**config.mk**
```make
export PLATFORM = sky130hd
export DESIGN_NAME = fetch_redirect_ctrl
export DESIGN_NICKNAME = d
export VERILOG_FILES = /design/src/rtl/memory_system_pkg.sv /design/src/rtl/risc_v_isa_pkg.sv /design/src/rtl/fetch_redirect_ctrl_pkg.sv /design/src/rtl/fetch_redirect_ctrl.sv
export SDC_FILE = /design/constraint.sdc
export NUM_CORES = 1
export LEC_CHECK = 0
export CAP_MARGIN = 20
export CORE_ASPECT_RATIO = 1.25
export CORE_MARGIN = 5
export CORE_UTILIZATION = 45
export CTS_BUF_LIST = sky130_fd_sc_hd__clkbuf_16
export CTS_CLUSTER_DIAMETER = 80
export CTS_CLUSTER_SIZE = 14
export DETAILED_ROUTE_END_ITERATION = 10
export PLACE_DENSITY = 0.92
export SLEW_MARGIN = 0
export SYNTH_ARGS = -nofsm -noshare
export SYNTH_HDL_FRONTEND = slang
export SYNTH_SLANG_ARGS = --single-unit
```
**constraint.sdc**
```tcl
create_clock -name clk_in -period 6.6 [get_ports clk_in]
set_input_delay 1.98 -clock clk_in [delete_from_list [all_inputs] [get_ports clk_in]]
set_output_delay 1.98 -clock clk_in [all_outputs]
set_load 0.1 [all_outputs]
```
**src/rtl/memory_system_pkg.sv**
```systemverilog
// ---------------------------------------------------------------------------
// memory_system_pkg
// Purpose : Address-space and access-size constants shared by the fetch path
//           and the memory system.
// Ports   : none (package).
// ---------------------------------------------------------------------------
package memory_system_pkg;

  // Width of every instruction address (PC) in the processor.
  localparam int INSTRUCTION_ADDR_WIDTH = 32;

  // Bytes per fetched instruction word; the sequential PC step.
  localparam int DATA_BYTES = 4;

endpackage

```
**src/rtl/risc_v_isa_pkg.sv**
```systemverilog
// ---------------------------------------------------------------------------
// risc_v_isa_pkg
// Purpose : RISC-V instruction word view shared by fetch and decode.
// Ports   : none (package).
// ---------------------------------------------------------------------------
package risc_v_isa_pkg;

  // Generic R-type field split; other formats reuse the same bit positions
  // for opcode/rd/funct3/rs1/rs2.
  typedef struct packed {
    logic [6:0] funct7;
    logic [4:0] rs2;
    logic [4:0] rs1;
    logic [2:0] funct3;
    logic [4:0] rd;
    logic [6:0] opcode;
  } r_type_t;

  // A 32-bit instruction word, viewable raw or as decoded fields.
  typedef union packed {
    logic [31:0] raw;
    r_type_t     r;
  } instr_u;

endpackage

```
**src/rtl/fetch_redirect_ctrl_pkg.sv**
```systemverilog
// ---------------------------------------------------------------------------
// fetch_redirect_ctrl_pkg
// Purpose : Shared processor types for the fetch front end: the fetch
//           control state encoding and a PC alignment helper.
// Ports   : none (package).
// ---------------------------------------------------------------------------
package fetch_redirect_ctrl_pkg;

  import memory_system_pkg::*;

  // BOOT loads the reset vector, RUN streams words into decode, STALL keeps
  // the fetcher parked on the next expected PC while decode is full.
  typedef enum logic [1:0] {
    FETCH_BOOT  = 2'd0,
    FETCH_RUN   = 2'd1,
    FETCH_STALL = 2'd2
  } fetch_ctrl_state_e;

  // Redirect targets are forced onto a word boundary before use.
  function automatic logic [INSTRUCTION_ADDR_WIDTH-1:0] word_align(
    input logic [INSTRUCTION_ADDR_WIDTH-1:0] addr
  );
    return {addr[INSTRUCTION_ADDR_WIDTH-1:2], 2'b00};
  endfunction

endpackage

```
**src/rtl/fetch_redirect_ctrl.sv**
```systemverilog
// ---------------------------------------------------------------------------
// fetch_redirect_ctrl
// Purpose : Sits between the instruction fetcher and decode. Tracks the PC
//           the front end expects next, filters stale fetched words, holds
//           one instruction for decode, parks the fetcher while decode is
//           full, and steers the fetcher on trap/branch redirects.
// Ports   :
//   clk_in, rst_low_in            clock, synchronous active-low reset
//   fetch_pc_out/fetch_set_pc_out PC and load strobe to the fetcher
//   fetch_instr_*_in              fetched word, its PC and valid
//   trap_req_in/trap_target_in    trap redirect (wins over branch)
//   branch_req_in/branch_target_in taken branch/jump redirect
//   dec_instr_out/dec_pc_out      decode register contents
//   dec_valid_out/dec_ready_in    decode handshake
//   misalign_err_out              pulse after a redirect to a misaligned target
//   redirect_count_out            saturating count of taken redirects
// ---------------------------------------------------------------------------
module fetch_redirect_ctrl
  import memory_system_pkg::*;
  import risc_v_isa_pkg::*;
  import fetch_redirect_ctrl_pkg::*;
#(
  parameter logic [INSTRUCTION_ADDR_WIDTH-1:0] RESET_VECTOR = '0
) (
  input  logic                              clk_in,
  input  logic                              rst_low_in,
  output logic [INSTRUCTION_ADDR_WIDTH-1:0] fetch_pc_out,
  output logic                              fetch_set_pc_out,
  input  logic [31:0]                       fetch_instr_in,
  input  logic [INSTRUCTION_ADDR_WIDTH-1:0] fetch_instr_pc_in,
  input  logic                              fetch_instr_valid_in,
  input  logic                              trap_req_in,
  input  logic [INSTRUCTION_ADDR_WIDTH-1:0] trap_target_in,
  input  logic                              branch_req_in,
  input  logic [INSTRUCTION_ADDR_WIDTH-1:0] branch_target_in,
  output instr_u                            dec_instr_out,
  output logic [INSTRUCTION_ADDR_WIDTH-1:0] dec_pc_out,
  output logic                              dec_valid_out,
  input  logic                              dec_ready_in,
  output logic                              misalign_err_out,
  output logic [15:0]                       redirect_count_out
);

  localparam int IAW = INSTRUCTION_ADDR_WIDTH;
  localparam logic [IAW-1:0] PC_STEP = IAW'(DATA_BYTES);

  fetch_ctrl_state_e state_q, state_d;
  logic [IAW-1:0]    expectedPc_q, expectedPc_d;
  logic [IAW-1:0]    decPc_q, decPc_d;
  instr_u            decInstr_q, decInstr_d;
  logic              decValid_q, decValid_d;
  logic              misalign_q, misalign_d;
  logic [15:0]       redirectCount_q, redirectCount_d;

  logic              inFlight;
  logic              wordMatches;
  logic              decodeBlocked;
  logic              takeRedirect;
  logic              acceptWord;
  logic              refetch;
  logic [IAW-1:0]    rawTarget;
  logic [IAW-1:0]    alignedTarget;

  // Arbitration between redirect, accept and refetch. Redirect beats
  // everything; trap beats branch. In STALL the decode register is always
  // full, so "blocked" reduces to !dec_ready_in and the fetcher stays parked
  // regardless of what it presents.
  always_comb begin
    inFlight      = (state_q == FETCH_RUN) || (state_q == FETCH_STALL);
    rawTarget     = trap_req_in ? trap_target_in : branch_target_in;
    alignedTarget = word_align(rawTarget);
    wordMatches   = fetch_instr_valid_in && (fetch_instr_pc_in == expectedPc_q);
    decodeBlocked = decValid_q && !dec_ready_in;
    takeRedirect  = inFlight && (trap_req_in || branch_req_in);
    acceptWord    = inFlight && !takeRedirect && wordMatches && !decodeBlocked;
    refetch       = inFlight && !takeRedirect && decodeBlocked &&
                    ((state_q == FETCH_STALL) || wordMatches);
  end

  // Next-state computation for the control FSM and the decode register.
  always_comb begin
    state_d         = state_q;
    expectedPc_d    = expectedPc_q;
    decPc_d         = decPc_q;
    decInstr_d      = decInstr_q;
    decValid_d      = decValid_q;
    misalign_d      = 1'b0;
    redirectCount_d = redirectCount_q;

    if (state_q == FETCH_BOOT) begin
      expectedPc_d = RESET_VECTOR;
      state_d      = FETCH_RUN;
    end else if (takeRedirect) begin
      // Anything already in decode belongs to the abandoned path.
      expectedPc_d = alignedTarget;
      decValid_d   = 1'b0;
      misalign_d   = |rawTarget[1:0];
      state_d      = FETCH_RUN;
      if (redirectCount_q != 16'hFFFF) begin
        redirectCount_d = redirectCount_q + 16'd1;
      end
    end else if (acceptWord) begin
      decInstr_d   = fetch_instr_in;
      decPc_d      = fetch_instr_pc_in;
      decValid_d   = 1'b1;
      expectedPc_d = expectedPc_q + PC_STEP;
      state_d      = FETCH_RUN;
    end else if (refetch) begin
      state_d = FETCH_STALL;
    end else begin
      state_d = FETCH_RUN;
      if (dec_ready_in) begin
        decValid_d = 1'b0;
      end
    end
  end

  // Fetcher steering. Whenever no load is requested the fetcher sees the
  // expected PC, so the PC bus never carries a stale target.
  always_comb begin
    fetch_set_pc_out = 1'b0;
    fetch_pc_out     = expectedPc_q;
    if (rst_low_in) begin
      if (state_q == FETCH_BOOT) begin
        fetch_set_pc_out = 1'b1;
        fetch_pc_out     = RESET_VECTOR;
      end else if (takeRedirect) begin
        fetch_set_pc_out = 1'b1;
        fetch_pc_out     = alignedTarget;
      end else if (refetch) begin
        fetch_set_pc_out = 1'b1;
      end
    end
  end

  // Single state register bank; reset discards any pending stall/redirect.
  always_ff @(posedge clk_in) begin
    if (!rst_low_in) begin
      state_q         <= FETCH_BOOT;
      expectedPc_q    <= '0;
      decPc_q         <= '0;
      decInstr_q      <= '0;
      decValid_q      <= 1'b0;
      misalign_q      <= 1'b0;
      redirectCount_q <= '0;
    end else begin
      state_q         <= state_d;
      expectedPc_q    <= expectedPc_d;
      decPc_q         <= decPc_d;
      decInstr_q      <= decInstr_d;
      decValid_q      <= decValid_d;
      misalign_q      <= misalign_d;
      redirectCount_q <= redirectCount_d;
    end
  end

  assign dec_instr_out      = decInstr_q;
  assign dec_pc_out         = decPc_q;
  assign dec_valid_out      = decValid_q;
  assign misalign_err_out   = misalign_q;
  assign redirect_count_out = redirectCount_q;

endmodule

```
==> key figures <==
Drt
  – Via count: 6,487
  – Post-Route WL: 22,300 µm
  – WL/cell: 19.6 µm
  – Iteration count of the initial detailed-routing pass: 6
  – DRT iter0 DRCs: 431
  – Number of remaining DRC errors: 0
  – Avg Vias per Cell: 5.71
  – Routed Antenna Nets: 0

Placement
  – Final HPWL from detailed placement: 16,700 µm
  – GPL Wtd Cong: 0.910
  – Post-placement setup slack: 460 ps
  – Placed Area: 0.00900 mm²
  – Input/output buffers: 246
  – Placed insts: 1,105

Critical path
  – Critical path capture point: fetch_set_pc_out
  – CP arrival: 4170 ps
  – CP Max Fanout: 3
  – RR Startpoint: expectedPc_q[17]$_SDFFE_PP0P_
  – CP Buf/Inv Count: 2
  – Reg2reg end: expectedPc_q[18]$_SDFFE_PP0P_
  – Required time of the worst setup path: 4620 ps
  – Critical Path Start: fetch_instr_pc_in[17]
  – Crit-path slowest cell: clkdlybuf4s50_1
  – Worst path max stage delay: 540 ps
  – Reg2reg path depth: 7
  – Reg2reg setup slack: 3630 ps
  – Worst Setup Start Kind: input pin
  – Critical Setup Path Class: input pin to primary output
  – Top Family by Delay on Critical Path: simple AND/OR/NAND/NOR gates
  – Worst-path cell chain: clkdlybuf4s50_1, xnor2_2, nand4_1, nor4_4, a31oi_1, or3_1, o21ai_1, buf_12
  – Setup crit end kind: primary output
  – Critical path depth: 8

Logic synthesis
  – Mean Syn Cell Area: 8.45 µm²
  – Synthesized flop and latch total: 114
  – Post-synth EDFFs: 0
  – Yosys cell types: 66
  – Main synth FF type: dfxtp_1
  – Post-synthesis sequential area ratio: 37.0%
  – Post-Syn Instances: 730
  – Mapped cell area: 0.00617 mm²
  – Syn. warnings: 0
  – Async SR Flop Fraction: 0%

Layout
  – Final #Nets: 1,091
  – Area of the multi-input gates: 0.00356 mm²
  – Commonest non-fill, non-tap cells in the layout: clkdlybuf4s50_1, dfxtp_1, nor2_1, mux2i_1, nand2_1
  – Commonest non-fill, non-tap cell in the layout: clkdlybuf4s50_1
  – Layout area overhead: 54.8%
  – Final instance area: 0.00955 mm²
  – Fillcell total: 939
  – Register area: 0.00228 mm²
  – Antenna cells: 0
  – Share of cells above drive strength 1: 9.74%
  – Post-Layout Cell Count: 1,136

Clock network
  – CTS buffer count: 17
  – H-tree levels: 4
  – CTS Buffer Depth: 2
  – TritonCTS clock tree: yes
  – # resized after CTS: 0
  – Setup Fix Bufs, Post-CTS: 0
  – Worst-Skew Late Latency: 410 ps
  – Clock Root Buffer: clkbuf_16
  – Clock sink total: 114
  – Cts hold-fix bufs: 0
  – Clock slew at reported path FFs: 50 ps

Global routing
  – GRT Total Usage: 26.9%
  – Gr ovfl total: 0
  – Largest net degree at the start of global routing: 80
  – Initial antenna violation count: 0
  – First-pass GRT wire length: 34,700 µm
  – Vias in the first global route: 6,648

Run status
  – Status: complete, no violations

Pwr
  – Total power: 1.88 mW
  – Net Switching: 0.523 mW
  – LEAKAGE: 3.90 nW
  – Part of the power in registers: 37.8%
  – Peak supply drop: 0.178 mV
  – Int Pwr: 1.35 mW
  – Cell Pwr Density: 196 mW/mm²
  – Gate power share: 16.9%
  – Net Sw Frac: 27.9%
  – Clock power share: 45.3%

Hold path
  – Hold Startpoint: dec_pc_out[1]$_SDFFE_PN0P_
  – HP Class: register to register

Floorplanning
  – Io pins: 249
  – DIE AREA: 0.0162 mm²
  – Die W: 115 µm
  – Rows: 47
  – Initial Util: 46.2%
  – CORE AREA: 0.0133 mm²
  – Die height: 141 µm

STA
  – Final setup violation count: 0
  – Max frequency: 163 MHz
  – Final Hold Vio Count: 0
  – Setup TNS: 0 ps
  – Minimum clock period: 6150 ps
  – Slew margin rel.: 28.5%
  – Tcrit/Tclk final: 93.2%
  – Final WS setup: 451 ps
  – Skew final: 15.3 ps
  – Worst-Margin Slew: 1060 ps
  – RSZ-0062 raised after global routing: false
  – Pins Over Slew Limit: 0

Run
  – Max Cap Viol: 0
[metrics by stage]
stage                     hold slack (ps)  utilization, %
final                                 483            71.5
after global routing                  513            71.5
after floorplan                       493               -
after global placement                465            67.4
after CTS                             483            71.5
after detailed placement              479            67.4
[cell usage after synthesis, types with 3 or more instances]
library cell,instances,share of area (%)
nand3_1,17,1.4
inv_1,18,1.1
o211ai_1,3,0.37
or3_1,8,0.81
o21ai_1,3,0.24
o31a_1,3,0.43
nand2b_1,4,0.41
o21a_1,5,0.61
nand2_1,53,3.2
a21oi_1,27,2.2
o21ai_0,40,3.2
nor3b_1,4,0.49
dfxtp_1,114,37
xnor2_1,37,5.3
a211oi_1,5,0.61
buf_1,3,0.18
ha_1,4,0.81
mux2i_1,88,14
nand4_1,17,1.7
buf_2,17,1.4
nor2_1,107,6.5
o31ai_1,6,0.73
nor4_1,7,0.71
or4_1,3,0.37
buf_4,3,0.37
and4_1,4,0.57
a31oi_1,5,0.51
clkbuf_1,30,1.8
nor3_1,23,1.9
and3_1,16,1.6
a22o_1,11,1.6
[per-layer routing]
| metal | vias to the layer above | share of wire (%) | global-route usage [%] |
|---|---|---|---|
| met3 | 79 | 9.6 | 8.57 |
| li1 | 3044 | - | - |
| met1 | 3000 | 35 | 28.5 |
| met5 | - | 0 | 0 |
| met4 | 0 | 4.1 | 11.6 |
| met2 | 364 | 51 | 48.5 |
[power by group through the flow]
stage	combinational (mW)	clock [mW]	sequential, mW
5_1_grt	0.333	0.894	0.708
2_1_floorplan	0.161	0	0.722
3_3_place_gp	0.311	0	0.722
6_report	0.318	0.849	0.708
3_5_place_dp	0.315	0	0.722
4_1_cts	0.318	0.858	0.707
[cell families (layout without fill, tap and decap cells)]
| group | count (synthesis) | after routing | synth area share (%) |
|---|---|---|---|
| simple gates | 278 | 278 | 22.3 |
| compound gates | 129 | 129 | 14.0 |
| flops | 114 | 114 | 37.0 |
| mux | 89 | 89 | 14.5 |
| buf+inv | 75 | 309 | 5.52 |
| xor+xnor | 40 | 40 | 5.80 |
| fa+ha+maj | 4 | 4 | 0.812 |
| other cells | 1 | 2 | 0.0608 |
[flip-flops by register name, summed over array words and instances (netlist names)]
register            flops
dec_valid_out           1
redirect_count_out     16
dec_instr_out          32
expectedPc_q           30
misalign_err_out        1
state_q                 2
dec_pc_out             32
[final cells by class]
type	instances	share of cell area (%)
flip-flops and latches	114	23.9
clock inverters	14	1.23
well taps	171	2.24
clock buffers	17	4.46
repair buffers	259	30.1
multi-input cells	542	37.3
inverters	19	0.747
[worst min-delay path by stage]
stage                                         end  slack [ps]  depth (start not counted)
floorplan           expectedPc_q[31]$_SDFFE_PP0P_         490                          2
global placement       dec_pc_out[0]$_SDFFE_PN0P_         470                          1
detailed placement     dec_pc_out[1]$_SDFFE_PN0P_         480                          1
CTS                    dec_pc_out[1]$_SDFFE_PN0P_         480                          1
global route           dec_pc_out[0]$_SDFFE_PN0P_         510                          1
finish                 dec_pc_out[1]$_SDFFE_PN0P_         480                          1
Note: power is estimated with default switching activity, not from simulation.
